`src/rtl/result_bcd_converter.sv`:
```
// Iterative binary-to-BCD converter (double dabble) for the operator result display.
// One input bit per clock; magnitudes above 9999 saturate to 9999 and raise too_large.
module result_bcd_converter #(
  parameter int unsigned WIDTH = 16
) (
  input  logic             clk,
  input  logic             rst,
  input  logic             start,
  input  logic [WIDTH-1:0] value,
  input  logic             is_signed,
  output logic             busy,
  output logic             done,
  output logic [15:0]      bcd,
  output logic             negative,
  output logic             too_large
);

  localparam logic [1:0] StIdle   = 2'd0;
  localparam logic [1:0] StShift  = 2'd1;
  localparam logic [1:0] StFinish = 2'd2;

  localparam logic [4:0]       CntInit = 5'(WIDTH);
  localparam logic [WIDTH-1:0] OneW    = {{(WIDTH-1){1'b0}}, 1'b1};

  logic [1:0]       state_q, state_d;
  logic [WIDTH-1:0] mag_q, mag_d;
  logic [19:0]      acc_q, acc_d;
  logic [19:0]      acc_adj;
  logic [4:0]       cnt_q, cnt_d;
  logic             neg_r_q, neg_r_d;
  logic [15:0]      bcd_q, bcd_d;
  logic             negative_q, negative_d;
  logic             too_large_q, too_large_d;
  logic             done_q, done_d;
  logic             capture_neg;

  assign capture_neg = is_signed & value[WIDTH-1];

  // Add-3 correction so each digit carries correctly into the next on the shift.
  always_comb begin
    acc_adj = acc_q;
    for (int i = 0; i < 5; i++) begin
      if (acc_q[4*i +: 4] >= 4'd5) begin
        acc_adj[4*i +: 4] = acc_q[4*i +: 4] + 4'd3;
      end
    end
  end

  always_comb begin
    state_d     = state_q;
    mag_d       = mag_q;
    acc_d       = acc_q;
    cnt_d       = cnt_q;
    neg_r_d     = neg_r_q;
    bcd_d       = bcd_q;
    negative_d  = negative_q;
    too_large_d = too_large_q;
    done_d      = 1'b0;
    case (state_q)
      StIdle: begin
        if (start) begin
          mag_d   = capture_neg ? (~value + OneW) : value;
          neg_r_d = capture_neg;
          acc_d   = 20'd0;
          cnt_d   = CntInit;
          state_d = StShift;
        end
      end
      StShift: begin
        {acc_d, mag_d} = {acc_adj, mag_q} << 1;
        cnt_d          = cnt_q - 5'd1;
        if (cnt_q == 5'd1) begin
          state_d = StFinish;
        end
      end
      StFinish: begin
        if (acc_q[19:16] != 4'd0) begin
          bcd_d       = 16'h9999;
          too_large_d = 1'b1;
        end else begin
          bcd_d       = acc_q[15:0];
          too_large_d = 1'b0;
        end
        negative_d = neg_r_q;
        done_d     = 1'b1;
        state_d    = StIdle;
      end
      default: state_d = StIdle;
    endcase
  end

  always_ff @(posedge clk or posedge rst) begin
    if (rst) begin
      state_q     <= StIdle;
      mag_q       <= '0;
      acc_q       <= 20'd0;
      cnt_q       <= 5'd0;
      neg_r_q     <= 1'b0;
      bcd_q       <= 16'd0;
      negative_q  <= 1'b0;
      too_large_q <= 1'b0;
      done_q      <= 1'b0;
    end else begin
      state_q     <= state_d;
      mag_q       <= mag_d;
      acc_q       <= acc_d;
      cnt_q       <= cnt_d;
      neg_r_q     <= neg_r_d;
      bcd_q       <= bcd_d;
      negative_q  <= negative_d;
      too_large_q <= too_large_d;
      done_q      <= done_d;
    end
  end

  assign busy      = (state_q != StIdle);
  assign done      = done_q;
  assign bcd       = bcd_q;
  assign negative  = negative_q;
  assign too_large = too_large_q;

endmodule

```
`config.mk`:
```
export PLATFORM = sky130hd
export DESIGN_NAME = result_bcd_converter
export DESIGN_NICKNAME = d
export VERILOG_FILES = /design/src/rtl/result_bcd_converter.sv
export SDC_FILE = /design/constraint.sdc
export NUM_CORES = 1
export LEC_CHECK = 0
export CAP_MARGIN = 20
export CORE_MARGIN = 2
export CORE_UTILIZATION = 40
export DETAILED_ROUTE_END_ITERATION = 10
export HOLD_SLACK_MARGIN = 0.12
export SETUP_SLACK_MARGIN = 0.5
export SLEW_MARGIN = 10
export SYNTH_ARGS = -nofsm -noshare
export SYNTH_HDL_FRONTEND = slang
export SYNTH_SLANG_ARGS = --single-unit
```
`constraint.sdc`:
```
create_clock -name clk -period 4.08 [get_ports clk]
set_input_delay 0.816 -clock clk [delete_from_list [all_inputs] [get_ports clk]]
set_output_delay 0.816 -clock clk [all_outputs]
set_load 0.02 [all_outputs]
```
**Yosys cells after proc, flatten, opt, wreduce, memory -nomap -nowiden**

Index checks and enable logic that the tools add are counted.
W data, S select, Z words.

- Bits in registers: 63
- Input port bits: 20
- Output and inout bits: 20
- Logic and storage cells: 53

- Add/subtract/negate cells: 7
- Order comparisons: 5
- Equality and inequality tests: 5
- Multiplexer cells: 18
- Bitwise logic cells: 2
- Reductions and logical operators: 7

Operators by type and width:

| operator | number |
|---|---|
| $mux W16 | 3 |
| $pmux W20 S2 | 1 |
| $pmux W16 S2 | 1 |
| $ge A4 B3 Y1 const B | 5 |
| $mux W20 | 1 |
| $add A16 B1 Y16 const B | 1 |
| $add A4 B2 Y4 const B | 4 |
| $mux W4 | 4 |
| $not A16 Y16 | 1 |
| $pmux W5 S2 | 1 |
| $reduce_and A2 Y1 | 3 |
| $eq A5 B1 Y1 const B | 1 |
| $mux W5 | 1 |
| $sub A5 B1 Y5 const B | 1 |
| $mux W2 | 2 |
| $ne A2 B2 Y1 const B | 2 |
| $pmux W2 S2 | 1 |
| $reduce_bool A2 Y1 | 2 |
| $reduce_bool A4 Y1 | 1 |
| $add A3 B2 Y3 const B | 1 |
| $mux W3 | 1 |
| $eq A2 B1 Y1 const B | 1 |
| $eq A2 B2 Y1 const B | 1 |
| $logic_not A2 Y1 | 1 |
| 2 further kinds | 3 |

**Depth between registers and ports, before layout**

Gate-level depths: netlist of run 1.

- Depth in word-level cells: 5
- Mapped depth: 6
- Mapped depth without buffers: 6

**Worst setup path before layout of run 1**

OpenSTA, ideal clock, no wires.

- Path type: input to register
- Start point: in value[0]
- End point: reg mag_q[14]
- Library setup time: 131 ps
- Arrival: 1,666 ps
- Required time: 3,949 ps
- Path slack: 2,283 ps
- Stages: 6
- Buffers on the path: 0
- Cell sequence: inv_1 ha_1 nor3b_2 nand4_1 mux2i_1 nand3_1

- Word-level cells in the longest chain between the ends: 5

Ends and longest elaborated chain:

| element | line | source |
|---|---|---|
| start, declared | 9 | `input logic [WIDTH-1:0] value,` |
| $not A16 Y16 | 62 | `mag_d = capture_neg ? (~value + OneW) : value;` |
| $add A16 B1 Y16 | 62 |  |
| $mux W16 | 62 |  |
| $mux W16 | 61 | `if (start) begin` |
| $pmux W16 S2 | 59 | `case (state_q)` |
| end signal, assigned | 105 | `mag_q <= mag_d;` |
| end, declared | 26 | `logic [WIDTH-1:0] mag_q, mag_d;` |

Every way passes these cells. The select of a mux whose other input is x is not followed.
A chain may end at the register's enable or synchronous reset.

**Worst setup path in the final report of run 1**

- Start point: reg state_q[1]
- End point: out busy

- Word-level cells in the longest chain between the ends: 1

Ends and longest elaborated chain:

| element | line | source |
|---|---|---|
| start, declared | 25 | `logic [1:0] state_q, state_d;` |
| start signal, assigned | 94 | `state_q <= StIdle;` |
| start signal, assigned | 104 | `state_q <= state_d;` |
| $reduce_bool A2 Y1 | 116 | `assign busy = (state_q != StIdle);` |
| end, declared | 11 | `output logic busy,` |

Every way passes these cells.

==> flow_metrics.tcl, run 1 <==
set metrics [dict create \
    finalSetupViolations 0 \
    cts_hold_buf 0 \
    dp_hpwl_um 4470 \
    clock_skew_ns 0.00715 \
    num_antenna_cells 0 \
    grt_pass1_vias 2342 \
    via_per_inst 5.25 \
    synth-seq-area-share 0.488 \
    coreArea_um2 7770 \
    endpoint_kind "output pin" \
    grtUsageTotal 0.157 \
    syn-cell-area_um2 3230 \
    drv_slew 0 \
    yosys.cell_types.count 44 \
    areaGrowthSynthToFinish_pct 21.0 \
    clk_latency_ns 0.33 \
    drtIter0Drc 102 \
    slew_headroom 0.426 \
    rsz0062_at_grt "false" \
    wire_per_inst_um 13.8 \
    fin_cells 460 \
    drive_gt1_frac 0.0838 \
    ios 40 \
    grt_overflow 0 \
    final.fill_count 746 \
    die_area_um2 8810 \
    max_freq_ghz 0.412 \
    hp-class "flop to flop" \
    die_w_um 93.9 \
    worstPathArrival_ns 1.61 \
    ir_drop_uv 214 \
    worstMarginPinSlew_ns 0.861 \
    drtAntennaViolNets 0 \
    ff2ff_setup_slack_ns 2.20 \
    startpoint_type "flop" \
    grt_max_degree 41 \
    total_leakage_power_nw 1.70 \
    cts.sinks 63 \
    fin_hold_ws_ns 0.477 \
    cts_root_buf "clkbuf_8" \
    ys_ff_latch 63 \
    dp.cells 443 \
    drc 0 \
    ys_warn_count 0 \
    cts_buffers 9 \
    dr.pass1.iters 4 \
    portBuffers 39 \
    critPathKind "flop to output pin" \
    p_per_area_nw_per_um2 680 \
    start_util 0.416 \
    synth_fp_nets 348 \
    routed_wl_um 6370 \
    outcome "complete, no violations" \
    min_period_ns 2.43 \
    syn-instance-count 314 \
    nets 387 \
    cts-htree-levels 3 \
    gp_congestion 0.831 \
    cts_setup_buffers 0 \
    antenna_found_initial 0 \
    cts_buffer_depth 2 \
    setup_tns_ns 0 \
    finalHoldViolCount 0 \
    grt_pass1_wl_um 10800 \
    worst_setup_hold_path_clk_slew_ns 0.07 \
    finalCritPeriodShare 0.595 \
    crit_fanout 8 \
    die_h_um 93.9 \
    cts_resized 0 \
    maxCapViolations 0 \
    syn_area_per_cell_um2 10.3 \
    dr_total_vias 2416 \
    required_ns 3.26 \
    fp-row-count 32 \
    cts_tree "yes" \
]
power by group:
part	leakage (nW)	total, mW	switching (mW)	internal (mW)
Combinational	0.773	1.07	0.561	0.512
Clock	0.109	0.555	0.225	0.330
Sequential	0.815	1.03	0.170	0.857
Total	1.70	2.66	0.957	1.70
metal layers:
layer	vias to the layer above	global-route usage	wire length, um
met5	-	0	0
met4	0	0.0845	107
met3	13	0.0265	310
met2	59	0.254	3020
met1	1141	0.202	2930
li1	1203	-	-
worst max-delay path, cell delays in order, from the launching register on:
cell,delay (ns)
dfrtp_1,0.43
or2_2,0.31
clkdlybuf4s50_1,0.54
Yosys cell counts (all sizes together):
cell type / n / area (um^2)
dfrtp: 63 / 1580
o21ai: 32 / 160
a21oi: 22 / 110
inv: 20 / 75.1
nor2: 17 / 63.8
xnor2: 17 / 149
ha: 14 / 175
nand2: 14 / 52.6
buf: 13 / 82.6
a22oi: 11 / 82.6
nand3: 11 / 55.1
nand2b: 8 / 50.1
o22ai: 7 / 43.8
a22o: 5 / 43.8
a32o: 5 / 50.1
mux2i: 5 / 50.1
nor3: 5 / 25.0
nor3b: 5 / 42.5
o31ai: 5 / 37.5
a31oi: 4 / 25.0
and3: 4 / 25.0
nor4: 4 / 70.1
o22a: 4 / 35.0
clkbuf: 3 / 11.3
mux2: 3 / 33.8
or2: 2 / 12.5
a41oi: 1 / 8.76
and2: 1 / 6.26
and4b: 1 / 10.0
nand4: 1 / 6.26
nor2b: 1 / 6.26
o2bb2ai: 1 / 8.76
o32ai: 1 / 8.76
o41a: 1 / 11.3
or3b: 1 / 8.76
or4: 1 / 7.51
xor2: 1 / 8.76
sequential cells by signal (all words and copies together) (netlist names):
name / cells
acc_q: 20
bcd: 16
mag_q: 16
cnt_q: 5
state_q: 2
done: 1
neg_r_q: 1
negative: 1
too_large: 1
cells in the final DEF, fill, tap and decap left out, types with 11 or more instances in the layout:
cell type        Yosys  routed
nand3_1             11      11
nor2_1              17      17
xnor2_1             17      17
dfrtp_1             63      63
inv_1               19      18
clkdlybuf4s50_1      0      39
nand2_1             14      14
o21ai_0             21      21
a21oi_1             22      22
o21ai_1             11      11
a22oi_1             11      11
clkbuf_8             0      12
ha_1                14      14
metrics by stage:
stage          instance area (um^2)  power [mW]  utilization  setup slack, ns
3_3_place_gp                   3680        2.08        0.474             1.35
2_1_floorplan                  3230        1.80            -             1.69
3_5_place_dp                   3680        2.11        0.474             1.30
4_1_cts                        3890        2.67        0.501             1.63
6_report                       3910        2.66        0.503             1.65
5_1_grt                        3910        2.87        0.503             1.53
cell families after synthesis:
logic type                 synth area share
and+or+nand+nor                       0.137
muxes                                0.0260
buffers and inverters                0.0523
adders and majority gates            0.0542
AOI/OAI and AO/OA                     0.194
xor gates and xnor gates             0.0488
DFF                                   0.488
final cells by class:
type / instances / area, um^2 / area share
flip-flops and latches: 63 / 1580 / 0.403
clock inverters: 3 / 40.0 / 0.0102
repair buffers: 44 / 435 / 0.111
inverters: 20 / 75.1 / 0.0192
well taps: 102 / 128 / 0.0327
multi-input cells: 215 / 1480 / 0.380
clock buffers: 13 / 169 / 0.0432
final timing paths:
check                           start        end  cells past startpoint
max                        state_q[1]       busy                      2
min                          negative   negative                      2
max reg2reg                state_q[1]  mag_q[10]                      4
min reg2reg                  negative   negative                      2
max in group asynchronous         rst     bcd[7]                      3
min in group asynchronous         rst    bcd[11]                      2
Note: power is estimated with default switching activity, not from simulation.
==> inputs of run 2 (changes only) <==
Clock period 4.08 ns to 2.4 ns, I/O delays scaled along.
==> run 2 against run 1 <==
Non-clock buffer count rose by 7; sequential share of layout area fell by 0.62 points; hold slack got worse by 0.016 ns; clock skew fell by 0.00066 ns; count of clock-buffer cells in the layout fell by 1; core utilization rose by 0.82 points; total power rose by 71%; clock power rose by 77%; first-iteration DRC count rose by 4.9%; final area rose by 1.6%; wire length rose by 3.8%; register-to-register slack got worse by 1.5 ns; largest cell class unchanged; highest routed layer unchanged.
==> flow_metrics.tcl, run 2 (synthesis gave the netlist of run 1 again) <==
set metrics [dict create \
    gp_congestion 0.803 \
    dr.pass1.iters 4 \
    cp-startpoint "state_q[0]" \
    cp.depth 2 \
    crit_chain "or2_2 > dlygate4sd2_1" \
    antenna_found_initial 0 \
    fp-row-count 32 \
    endpoint_kind "output pin" \
    finalCritPeriodShare 0.772 \
    dp_hpwl_um 4600 \
    cts_tree "yes" \
    num_antenna_cells 0 \
    ios 40 \
    cpPeakStageDelay_ns 0.43 \
    rsz0062_at_grt "false" \
    drtAntennaViolNets 0 \
    grt_pass1_vias 2449 \
    final.fill_count 732 \
    drtIter0Drc 107 \
    critPathTopFamily "flip-flops" \
    crit_fanout 7 \
    drv_slew 0 \
    endpoint "busy" \
    cts_buffer_depth 2 \
    layout_common_cells "62 x dfrtp_1, 38 x clkdlybuf4s50_1, 22 x a21oi_1, 21 x o21ai_0, 18 x inv_1" \
    outcome "complete, no violations" \
    routed_wl_um 6610 \
    cts-htree-levels 3 \
    min_period_ns 1.85 \
    cts.sinks 63 \
    clk_latency_ns 0.34 \
    maxCapViolations 0 \
    largest_reg_flops 20 \
    worstPathArrival_ns 1.37 \
    portBuffers 39 \
    total_leakage_power_nw 1.73 \
    die_w_um 93.9 \
    hp-class "input pin to asynchronous set/reset pin" \
    areaGrowthSynthToFinish_pct 23.0 \
    slew_headroom 0.647 \
    grtUsageTotal 0.168 \
    pre_cts_slack_ns 0.255 \
    final.setup.worst_slack_ns 0.548 \
    drive_gt1_frac 0.0986 \
    p_per_area_nw_per_um2 1140 \
    die_h_um 93.9 \
    required_ns 1.92 \
    grt_pass1_wl_um 11500 \
    cts_buffers 9 \
    ir_drop_uv 317 \
    dr_total_vias 2425 \
    start_util 0.416 \
    cts_root_buf "clkbuf_8" \
    rr_worst_depth 6 \
    nets 394 \
    coreArea_um2 7770 \
    reg2reg_from "acc_q[4]" \
    max_freq_ghz 0.540 \
    top_register "acc_q" \
    grt_overflow 0 \
    drc 0 \
    ff2ff_setup_slack_ns 0.73 \
    wire_per_inst_um 14.2 \
    die_area_um2 8810 \
    multi_input_area_um2 1490 \
    seq_area_um2 1580 \
    final_common_cell "dfrtp_1" \
    cts_hold_buf 0 \
    startpoint_type "flop" \
    crit_buf_inv 1 \
    r2r_end "acc_q[6]" \
    critPathKind "flop to output pin" \
    finalSetupViolations 0 \
    via_per_inst 5.19 \
    finalHoldViolCount 0 \
    clock_skew_ns 0.00649 \
    worstMarginPinSlew_ns 0.528 \
    critPathSlowestCell "dfrtp_1" \
    setup_tns_ns 0 \
    grt_max_degree 35 \
    worst_setup_hold_path_clk_slew_ns 0.07 \
]
==> run 2: power by group <==
part	internal (mW)	leakage, nW	switching [mW]
Combinational	0.877	0.809	0.944
Clock	0.583	0.104	0.398
Sequential	1.46	0.813	0.286
Total	2.92	1.73	1.63
==> run 2: worst min-delay path by stage <==
stage / startpoint / to / slack [ns]
floorplan: neg_r_q / negative / 0.44
detailed placement: negative / negative / 0.47
finish: rst / acc_q[15] / 0.46
global route: rst / acc_q[15] / 0.49
CTS: rst / acc_q[15] / 0.47
global placement: cnt_q[4] / cnt_q[4] / 0.46
==> run 2: repair_timing <==
action	CTS	global route
hold endpoints to repair	0	0
setup buffers	0	2
resized for setup	2	1
setup endpoints to repair	1	3
pin swaps	0	0
==> run 2: area by class of cell <==
cell class | count | area share
Clock buffer | 12 | 0.0340
Sequential cell | 63 | 0.397
Clock inverter | 4 | 0.0176
Multi-Input combinational cell | 215 | 0.375
Tap cell | 102 | 0.0321
Inverter | 20 | 0.0198
Timing Repair Buffer | 51 | 0.124
==> run 2: per-stage QoR <==
stage               hold slack [ns]  utilization  instances  power, mW  area (um^2)
floorplan                     0.439            -        314       3.06         3230
global placement              0.461        0.482        449       3.55         3740
detailed placement            0.467        0.482        449       3.60         3740
CTS                           0.467        0.509        465       4.59         3950
global route                  0.487        0.511        467       4.92         3970
finish                        0.462        0.511        467       4.55         3970
==> run 2: layer usage <==
metal / up-vias / GRT usage / share of wire
met5: - / 0 / 0
met4: 0 / 0.0725 / 0.016
met3: 9 / 0.0313 / 0.046
met2: 69 / 0.271 / 0.47
met1: 1124 / 0.220 / 0.47
li1: 1223 / - / -
